==> config.mk <==
export PLATFORM = sky130hd
export DESIGN_NAME = regfile_writeback_unit
export DESIGN_NICKNAME = d
export VERILOG_FILES = /design/src/rtl/riscv_pkg.sv /design/src/rtl/wb_fifo.sv /design/src/rtl/regfile_writeback_unit.sv
export SDC_FILE = /design/constraint.sdc
export NUM_CORES = 1
export LEC_CHECK = 0
export CAP_MARGIN = 20
export CORE_ASPECT_RATIO = 0.7
export CORE_MARGIN = 2
export CORE_UTILIZATION = 40
export CTS_BUF_LIST = sky130_fd_sc_hd__clkbuf_8
export DETAILED_ROUTE_END_ITERATION = 8
export PLACE_DENSITY = 0.66
export SLEW_MARGIN = 0
export SYNTH_ARGS = -nofsm -noshare
export SYNTH_HDL_FRONTEND = slang
export SYNTH_SLANG_ARGS = --single-unit
==> constraint.sdc <==
create_clock -name clk_i -period 4.1 [get_ports clk_i]
set_clock_uncertainty 0.15 [all_clocks]
set_input_delay 0.615 -clock clk_i [delete_from_list [all_inputs] [get_ports clk_i]]
set_output_delay 0.615 -clock clk_i [all_outputs]
set_load 0.1 [all_outputs]
==> src/rtl/riscv_pkg.sv <==
// Shared core types for the writeback path: result entry layout, FIFO depth
// and the arbitration source encoding.
package riscv_pkg;

    localparam int unsigned RF_ADDR_WIDTH = 5;
    localparam int unsigned RF_DATA_WIDTH = 32;
    localparam int unsigned WB_FIFO_DEPTH = 4;

    typedef struct packed {
        logic [RF_ADDR_WIDTH-1:0] rd;
        logic [RF_DATA_WIDTH-1:0] data;
    } wb_entry_t;

    typedef enum logic [1:0] {
        WB_SRC_NONE = 2'd0,
        WB_SRC_ALU  = 2'd1,
        WB_SRC_FIFO = 2'd2
    } wb_src_e;

endpackage

==> src/rtl/wb_fifo.sv <==
// Synchronous FIFO of writeback entries with a sync active-high reset.
// Pointers wrap naturally (DEPTH is a power of two); full/empty come from the count.
module wb_fifo
    import riscv_pkg::*;
#(
    parameter int unsigned DEPTH = WB_FIFO_DEPTH,
    parameter type         T     = wb_entry_t
) (
    input  logic                         i_clk,
    input  logic                         i_rst,
    input  logic                         i_push,
    input  T                             i_push_data,
    input  logic                         i_pop,
    output logic                         o_full,
    output logic                         o_empty,
    output logic [$clog2(DEPTH+1)-1:0]   o_count,
    output T                             o_head
);

    localparam int unsigned PW = $clog2(DEPTH);
    localparam int unsigned CW = $clog2(DEPTH + 1);
    localparam logic [CW-1:0] FULL_CNT = CW'(DEPTH);

    T                r_mem [DEPTH];
    logic [PW-1:0]   r_wr_ptr;
    logic [PW-1:0]   r_rd_ptr;
    logic [CW-1:0]   r_count;

    logic            w_do_push;
    logic            w_do_pop;

    assign o_full    = (r_count == FULL_CNT);
    assign o_empty   = (r_count == '0);
    assign o_count   = r_count;
    assign o_head    = r_mem[r_rd_ptr];

    // A full FIFO refuses the push even when it pops in the same cycle.
    assign w_do_push = i_push && !o_full;
    assign w_do_pop  = i_pop && !o_empty;

    always_ff @(posedge i_clk) begin
        if (i_rst) begin
            r_wr_ptr <= '0;
            r_rd_ptr <= '0;
            r_count  <= '0;
        end else begin
            if (w_do_push) begin
                r_wr_ptr <= r_wr_ptr + PW'(1);
            end
            if (w_do_pop) begin
                r_rd_ptr <= r_rd_ptr + PW'(1);
            end
            case ({w_do_push, w_do_pop})
                2'b10:   r_count <= r_count + CW'(1);
                2'b01:   r_count <= r_count - CW'(1);
                default: r_count <= r_count;
            endcase
        end
    end

    always_ff @(posedge i_clk) begin
        if (w_do_push) begin
            r_mem[r_wr_ptr] <= i_push_data;
        end
    end

endmodule

==> src/rtl/regfile_writeback_unit.sv <==
// Writeback stage: arbitrates ALU results against buffered load responses and
// drives a registered write into register_file. Optional bypass: RF_WB_BYPASS_EN.
module regfile_writeback_unit
    import riscv_pkg::*;
#(
    parameter int unsigned DATA_WIDTH = RF_DATA_WIDTH,
    parameter int unsigned ADDR_WIDTH = RF_ADDR_WIDTH,
    parameter int unsigned DEPTH      = WB_FIFO_DEPTH
) (
    input  logic                          clk_i,
    input  logic                          rst_i,
    input  logic                          alu_valid_i,
    output logic                          alu_ready_o,
    input  logic [ADDR_WIDTH-1:0]         alu_rd_i,
    input  logic [DATA_WIDTH-1:0]         alu_data_i,
    input  logic                          mem_valid_i,
    output logic                          mem_ready_o,
    input  logic [ADDR_WIDTH-1:0]         mem_rd_i,
    input  logic [DATA_WIDTH-1:0]         mem_data_i,
    output logic                          wr_enable_o,
    output logic [ADDR_WIDTH-1:0]         wr_addr_o,
    output logic [DATA_WIDTH-1:0]         wr_data_o,
    output logic [$clog2(DEPTH+1)-1:0]    fifo_count_o,
    input  logic [ADDR_WIDTH-1:0]         byp_addr1_i,
    input  logic [ADDR_WIDTH-1:0]         byp_addr2_i,
    output logic                          byp_hit1_o,
    output logic                          byp_hit2_o,
    output logic [DATA_WIDTH-1:0]         byp_data1_o,
    output logic [DATA_WIDTH-1:0]         byp_data2_o
);

    typedef struct packed {
        logic [ADDR_WIDTH-1:0] rd;
        logic [DATA_WIDTH-1:0] data;
    } entry_t;

    logic                         w_full;
    logic                         w_empty;
    logic                         w_push;
    logic                         w_pop;
    logic [$clog2(DEPTH+1)-1:0]   w_count;
    entry_t                       w_head;
    entry_t                       w_push_data;
    wb_src_e                      w_src;
    logic [ADDR_WIDTH-1:0]        w_win_rd;
    logic [DATA_WIDTH-1:0]        w_win_data;

    logic                         r_wr_enable;
    logic [ADDR_WIDTH-1:0]        r_wr_addr;
    logic [DATA_WIDTH-1:0]        r_wr_data;

    assign alu_ready_o  = !w_full && !rst_i;
    assign mem_ready_o  = !w_full && !rst_i;
    assign w_push       = mem_valid_i && mem_ready_o;
    assign w_push_data  = '{rd: mem_rd_i, data: mem_data_i};
    assign fifo_count_o = w_count;

    wb_fifo #(
        .DEPTH (DEPTH),
        .T     (entry_t)
    ) u_fifo (
        .i_clk       (clk_i),
        .i_rst       (rst_i),
        .i_push      (w_push),
        .i_push_data (w_push_data),
        .i_pop       (w_pop),
        .o_full      (w_full),
        .o_empty     (w_empty),
        .o_count     (w_count),
        .o_head      (w_head)
    );

    // A full FIFO outranks the ALU so the load path can never deadlock.
    always_comb begin
        w_src = WB_SRC_NONE;
        if (!rst_i) begin
            if (w_full) begin
                w_src = WB_SRC_FIFO;
            end else if (alu_valid_i) begin
                w_src = WB_SRC_ALU;
            end else if (!w_empty) begin
                w_src = WB_SRC_FIFO;
            end
        end
    end

    assign w_pop = (w_src == WB_SRC_FIFO);

    always_comb begin
        w_win_rd   = '0;
        w_win_data = '0;
        case (w_src)
            WB_SRC_ALU: begin
                w_win_rd   = alu_rd_i;
                w_win_data = alu_data_i;
            end
            WB_SRC_FIFO: begin
                w_win_rd   = w_head.rd;
                w_win_data = w_head.data;
            end
            default: begin
                w_win_rd   = '0;
                w_win_data = '0;
            end
        endcase
    end

    // x0 winners are consumed but leave addr/data holding their last value.
    always_ff @(posedge clk_i) begin
        if (rst_i) begin
            r_wr_enable <= 1'b0;
            r_wr_addr   <= '0;
            r_wr_data   <= '0;
        end else if ((w_src != WB_SRC_NONE) && (w_win_rd != '0)) begin
            r_wr_enable <= 1'b1;
            r_wr_addr   <= w_win_rd;
            r_wr_data   <= w_win_data;
        end else begin
            r_wr_enable <= 1'b0;
        end
    end

    assign wr_enable_o = r_wr_enable;
    assign wr_addr_o   = r_wr_addr;
    assign wr_data_o   = r_wr_data;

`ifdef RF_WB_BYPASS_EN
    logic w_hit1;
    logic w_hit2;

    assign w_hit1      = r_wr_enable && (r_wr_addr == byp_addr1_i) && (byp_addr1_i != '0);
    assign w_hit2      = r_wr_enable && (r_wr_addr == byp_addr2_i) && (byp_addr2_i != '0);
    assign byp_hit1_o  = w_hit1;
    assign byp_hit2_o  = w_hit2;
    assign byp_data1_o = w_hit1 ? r_wr_data : '0;
    assign byp_data2_o = w_hit2 ? r_wr_data : '0;
`else
    logic w_byp_unused;

    assign w_byp_unused = ^{byp_addr1_i, byp_addr2_i};
    assign byp_hit1_o   = 1'b0;
    assign byp_hit2_o   = 1'b0;
    assign byp_data1_o  = '0;
    assign byp_data2_o  = '0;
`endif

endmodule

==> summary.md, run 1 <==
| Metric | Value |
|---|---|
| Slew HR | `30.4%` |
| Fin nets | `758` |
| Max Cap Viol | `0` |
| Initial DRC Count | `241` |
| Post-synthesis average cell area | `15.6 sq um` |
| Fin cells | `951` |
| CP max FO | `32` |
| Row count | `44` |
| Area grow syn2layout | `18.3%` |
| DRC Markers | `0` |
| Largest net degree at the start of global routing | `54` |
| DR WL met3 | `1250 um` |
| VDD IR max | `0.224 mV` |
| I/O Pins | `197` |
| Final Hold Fails | `0` |
| Reg2reg start | `u_fifo.o_count[1]` |
| Htree depth | `4` |
| Pre-CTS WS | `0.313 ns` |
| Post-synthesis cell type count | `45` |
| Synth warn | `0` |
| Worst-margin pin slew | `1.04 ns` |
| Count of buffers from port buffering | `120` |
| Clock transition at path regs | `0.10 ns` |
| Yosys reg bits | `195` |
| Pwr dens | `399 nW/um^2` |
| Register area share after synthesis | `63.4%` |
| Initial core utilization | `40.8%` |
| Post-synthesis cell count | `545` |
| Placed Cells | `917` |
| First-pass GRT wire length | `27200 um` |
| Met2 WL | `7780 um` |
| Data required, critical path | `4.30 ns` |
| Top cell type's share of synthesized area | `52.3%` |
| Routed WL per cell | `18.3 um` |
| CTS tree | `done` |
| DP Area | `9670 sq um` |
| CTS buffer count | `17` |
| Crit end category | `flip-flop` |
| Post-Route M1 WL | `8180 um` |
| Share of layout cells above drive strength 1 | `18.2%` |
| Vias | `4607` |
| # Post-CTS Setup Buffers | `0` |
| Chip width | `178 um` |
| Status | `finished, final reports clean` |
| Insertion delay to the later sink of the worst-skew pair | `0.45 ns` |
| Final Slew Violations | `0` |
| Worst Hold Class | `input port to flip-flop` |
| Ys flop type | `edfxtp_1` |
| Die Y | `126 um` |
| Initial antenna violation count | `1` |
| RSZ-0062 raised after global routing | `no` |
| Kind of critical path | `flip-flop to flip-flop` |
| Tmin final | `3.36 ns` |
| Tcrit/Tclk final | `82.0%` |
| CTS resizes | `0` |
| Max frequency | `297 MHz` |
| Final WL | `17400 um` |
| Post-CTS Hold Fix Bufs | `0` |
| HP Start | `rst_i` |
| DRT Pass-1 Iters | `4` |
| Final Util | `48.3%` |
| Asr flop ratio synth | `0%` |
| Cell area after synthesis | `8500 sq um` |
| Antenna-violating nets left | `0` |
| Overall Power | `4.01 mW` |
| Vias in the first global route | `4816` |
| Critical path startpoint | `u_fifo.o_count[1]` |
| Vias per cell | `4.84` |
| Post-route setup slack | `0.738 ns` |
| Count leader, synth | `edfxtp_1` |
| Tot GR Track Use | `16.2%` |
| EDFF count, synth | `148` |
| Most instantiated cells after synthesis | `148 x edfxtp_1, 67 x buf_4, 47 x dfxtp_1, 45 x nor2_1` |
| Final HPWL DP | `11400 um` |
| Area leader, netlist | `edfxtp_1` |
| Post-Route Setup TNS | `0 ns` |
| CTS max path bufs | `2` |
| Worst setup SP type | `flip-flop` |
| Total congestion overflow | `0` |
| Core area | `20800 sq um` |
| CTS Root Cell | `clkbuf_8` |
| Final setup vio count | `0` |
| Clk sinks | `195` |
| Synth top area cells | `edfxtp_1 52%, dfxtp_1 11%, mux4_2 9.0%` |
| Leak Pwr | `3.47 nW` |
| Gpl congestion | `0.755` |
| Hold_ws | `0.323 ns` |
| Die ar. | `22400 sq um` |
| Design area | `10000 sq um` |
| Crit path DAT | `3.57 ns` |
| Top sig layer | `met4` |
-- cells by family after synthesis --
group | share of synthesized area (%)
flops | 63.4
simple gates | 6.01
mux | 15.2
compound gates | 4.86
xor+xnor | 0.516
buf+inv | 8.53
other cells | 0.0441
fa+ha+maj | 1.41
-- layout make-up --
class | count | area, sq um
Antenna cell | 1 | 2.50
Multi-Input combinational cell | 310 | 2660
Sequential cell | 195 | 5390
Clock buffer | 17 | 234
Timing Repair Buffer | 128 | 1260
Tap cell | 276 | 345
Fill cell | 1764 | 10800
Clock inverter | 15 | 121
Inverter | 9 | 33.8
-- flip-flops by register name, summed over array words and instances, names as in the netlist, named ones only --
name,count
wr_addr_o,5
u_fifo.r_mem,148
wr_enable_o,1
u_fifo.r_wr_ptr,2
wr_data_o,32
u_fifo.r_rd_ptr,2
u_fifo.o_count,3
-- layout by cell type, fill, tap and decap left out, types with 4 or more instances in the layout --
master and instances:
and3_2 4, a21oi_1 7, ha_1 6, clkbuf_8 17, inv_1 9, mux2_4 29, nor2_1 45, inv_6 4
buf_4 9, clkdlybuf4s50_1 117, dfxtp_1 43, inv_8 4, edfxtp_1 148, conb_1 66, a22oi_1 34, mux2i_1 6
nor2b_1 33, mux4_2 34, nand2_1 5
-- power breakdown --
| part | internal, mW | total (mW) | switching, mW | leakage, nW |
|---|---|---|---|---|
| combinational | 0.169 | 0.662 | 0.494 | 1.56 |
| sequential | 2.18 | 2.20 | 0.0208 | 1.73 |
| clock | 0.438 | 1.15 | 0.716 | 0.178 |
-- path summary, 6_finish.rpt --
kind	endpoint	slack, ns	cells past startpoint
worst max-delay path	wr_data_o[16]	0.74	9
worst min-delay path	u_fifo.o_count[1]	0.32	2
worst max register to register	wr_data_o[16]	0.74	9
worst min register to register	wr_addr_o[1]	0.36	2
-- worst max-delay path, stage by stage (launching register included) --
cell and delay (ns):
dfxtp_2 0.37, inv_1 0.10, a31oi_4 0.31, nand2_1 0.15, ha_1 0.40, nand3b_1 0.18, o22ai_1 0.10, a31oi_1 0.37
a31o_4 0.70, mux2_2 0.40
-- layer usage --
layer  track usage, %  vias up
li1                 -     2135
met1             22.7     2283
met2             24.8      176
met3             5.16       13
met4             3.54        0
met5                0        -
(Power assumes the default switching activity.)
==> inputs of run 2 (changes only) <==
PLACE_DENSITY = 0.69   (was 0.66)
clock period = 2.9 ns   (was 4.1 ns; I/O delays follow)
==> run 2 against run 1 <==
Clock power rose by 45%. Die area did not move. Sequential cell count did not move. Wire length rose by 2.9%. Core utilization rose by 1.8 points. Sequential power rose by 41%. First-iteration DRC count rose by 25%. Cell count rose by 4.3%. Combinational power rose by 54%. Power rose by 44%. Worst setup slack got worse by 0.68 ns. Global-route usage rose by 0.080 points.
==> summary.md, run 2 (same netlist as run 1, synthesis figures left out) <==
| Metric | Value |
|---|---|
| Sw Ratio | `31.0%` |
| Crit end category | `flip-flop` |
| Data required, critical path | `3.11 ns` |
| CP max stage delay | `0.38 ns` |
| Most common cell after layout, fill and taps aside | `edfxtp_1` |
| Clk pwr share | `28.9%` |
| Crit-path slowest cell | `dfxtp_4` |
| Fin nets | `798` |
| Max reg flops | `148` |
| GR Util met2 | `25.3%` |
| CP Cell Sequence | `inv_4 -> nand2_2 -> a211o_1 -> buf_6 -> ha_4 -> nand3b_1 -> o221a_1 -> and3_4 -> a31o_4 -> clkbuf_16 -> mux2_4` |
| DRT Pass-1 Iters | `5` |
| Clock transition at path regs | `0.11 ns` |
| Count of buffers from port buffering | `120` |
| I/O Pins | `197` |
| Final setup vio count | `0` |
| Vias in the first global route | `4915` |
| Tcrit/Tclk final | `98.2%` |
| Die ar. | `22400 sq um` |
| Pwr dens | `556 nW/um^2` |
| Vias per cell | `4.93` |
| Worst Hold Depth | `3` |
| Max frequency | `351 MHz` |
| Final Slew Violations | `0` |
| Clk sinks | `195` |
| Tot GR Track Use | `16.3%` |
| Filler instances | `1780` |
| CTS tree | `done` |
| Status | `finished, final reports clean` |
| Antenna-violating nets left | `0` |
| CTS Root Cell | `clkbuf_8` |
| Crit path DAT | `3.06 ns` |
| Largest net degree at the start of global routing | `64` |
| Die Y | `126 um` |
| Met1 Use GR | `22.4%` |
| Total congestion overflow | `0` |
| Gpl congestion | `0.811` |
| Overall Power | `5.79 mW` |
| Post-route setup slack | `0.0533 ns` |
| Routed WL per cell | `18.0 um` |
| Combinational share of power | `17.6%` |
| Insertion delay to the later sink of the worst-skew pair | `0.47 ns` |
| Worst setup SP type | `flip-flop` |
| Row count | `44` |
| Worst Hold Class | `input port to flip-flop` |
| Final HPWL DP | `12000 um` |
| Internal | `4.00 mW` |
| Vias | `4892` |
| Most flop-heavy register | `u_fifo.r_mem` |
| Final WL | `17900 um` |
| Initial DRC Count | `302` |
| Register area | `5400 sq um` |
| Pre-CTS WS | `-0.290 ns` |
| Top Usage Layer GRT | `met2` |
| Leak Pwr | `3.80 nW` |
| Final Hold Fails | `0` |
| Share of layout cells above drive strength 1 | `30.0%` |
| CTS buffer count | `17` |
| Initial core utilization | `40.8%` |
| CTS max path bufs | `2` |
| RSZ-0062 raised after global routing | `yes` |
| Multi-input combinational cell area | `2700 sq um` |
| Fin cells | `992` |
| First-pass GRT wire length | `27200 um` |
| Max Cap Viol | `0` |
| Area grow syn2layout | `22.7%` |
| CP max FO | `8` |
| Worst-margin pin slew | `0.661 ns` |
| Initial antenna violation count | `2` |
| Met3 usage | `4.89%` |
| Tmin final | `2.85 ns` |
| Psw | `1.79 mW` |
| Kind of critical path | `flip-flop to flip-flop` |
| DRC Markers | `0` |
| Most frequent cells in the layout | `148 x edfxtp_1, 83 x buf_4, 76 x clkdlybuf4s50_1` |
| Reg2Reg Depth | `11` |
| Core area | `20800 sq um` |
| VDD IR max | `0.285 mV` |
| Placed Cells | `947` |
| Slew HR | `55.9%` |
| Post-Route Setup TNS | `0 ns` |
| Chip width | `178 um` |
| Reg power frac | `53.6%` |
| Htree depth | `4` |
## run 2: worst max-delay path, delay by kind of cell, from the launching register on
family | cells | cell delay (ns)
compound gates | 3 | 0.90
fa+ha+maj | 1 | 0.27
buf+inv | 3 | 0.40
flops | 1 | 0.38
mux | 1 | 0.30
simple gates | 3 | 0.34
## run 2: final timing paths
kind	start	end	slack [ns]
worst max register to register	u_fifo.o_count[0]	wr_data_o[9]	0.05
worst min register to register	wr_addr_o[1]	wr_addr_o[1]	0.36
worst min-delay path	rst_i	wr_addr_o[2]	0.34
worst max-delay path	u_fifo.o_count[0]	wr_data_o[9]	0.05
## run 2: power by group through the flow
| stage | Combinational [mW] | Sequential (mW) | Clock (mW) |
|---|---|---|---|
| floorplan | 0.712 | 3.24 | 0 |
| global placement | 0.969 | 3.16 | 0 |
| detailed placement | 0.986 | 3.17 | 0 |
| CTS | 0.990 | 3.10 | 1.72 |
| global route | 1.07 | 3.11 | 1.82 |
| finish | 1.02 | 3.10 | 1.67 |
## run 2: stage by stage
step / cell area, sq um / utilization (%) / hold slack (ns)
3_5_place_dp: 9890 / 47.5 / 0.340
5_1_grt: 10400 / 50.1 / 0.345
2_1_floorplan: 8800 / - / 0.335
6_report: 10400 / 50.1 / 0.339
3_3_place_gp: 9890 / 47.5 / 0.329
4_1_cts: 10300 / 49.3 / 0.301
## run 2: what timing repair did
| item | in CTS | in global routing |
|---|---|---|
| hold buffers | 0 | 0 |
| endpoints found under the setup margin | 0 | 33 |
| buffers inserted | 0 | 9 |
| resized for setup | 0 | 8 |
## run 2: metal layers
layer	up-vias	wire, um
li1	2211	-
met2	202	8120
met1	2461	8070
met4	2	155
met3	16	1500
met5	-	13
## run 2: final cells by class
cell class	count	share of cell area, %
Multi-Input combinational cell	310	25.9
Antenna cell	2	0.0480
Clock buffer	17	2.25
Tap cell	276	3.31
Inverter	9	0.372
Timing Repair Buffer	168	14.9
Sequential cell	195	51.8
Clock inverter	15	1.38
==> inputs of run 3 (changes only) <==
CAP_MARGIN = 0   (was 20)
CTS_CLUSTER_SIZE = 40   (was unset)
HOLD_SLACK_MARGIN = 0.03   (was unset)
==> results of run 3 <==
No change in the layout: final DEF, timing and power equal those of run 2.
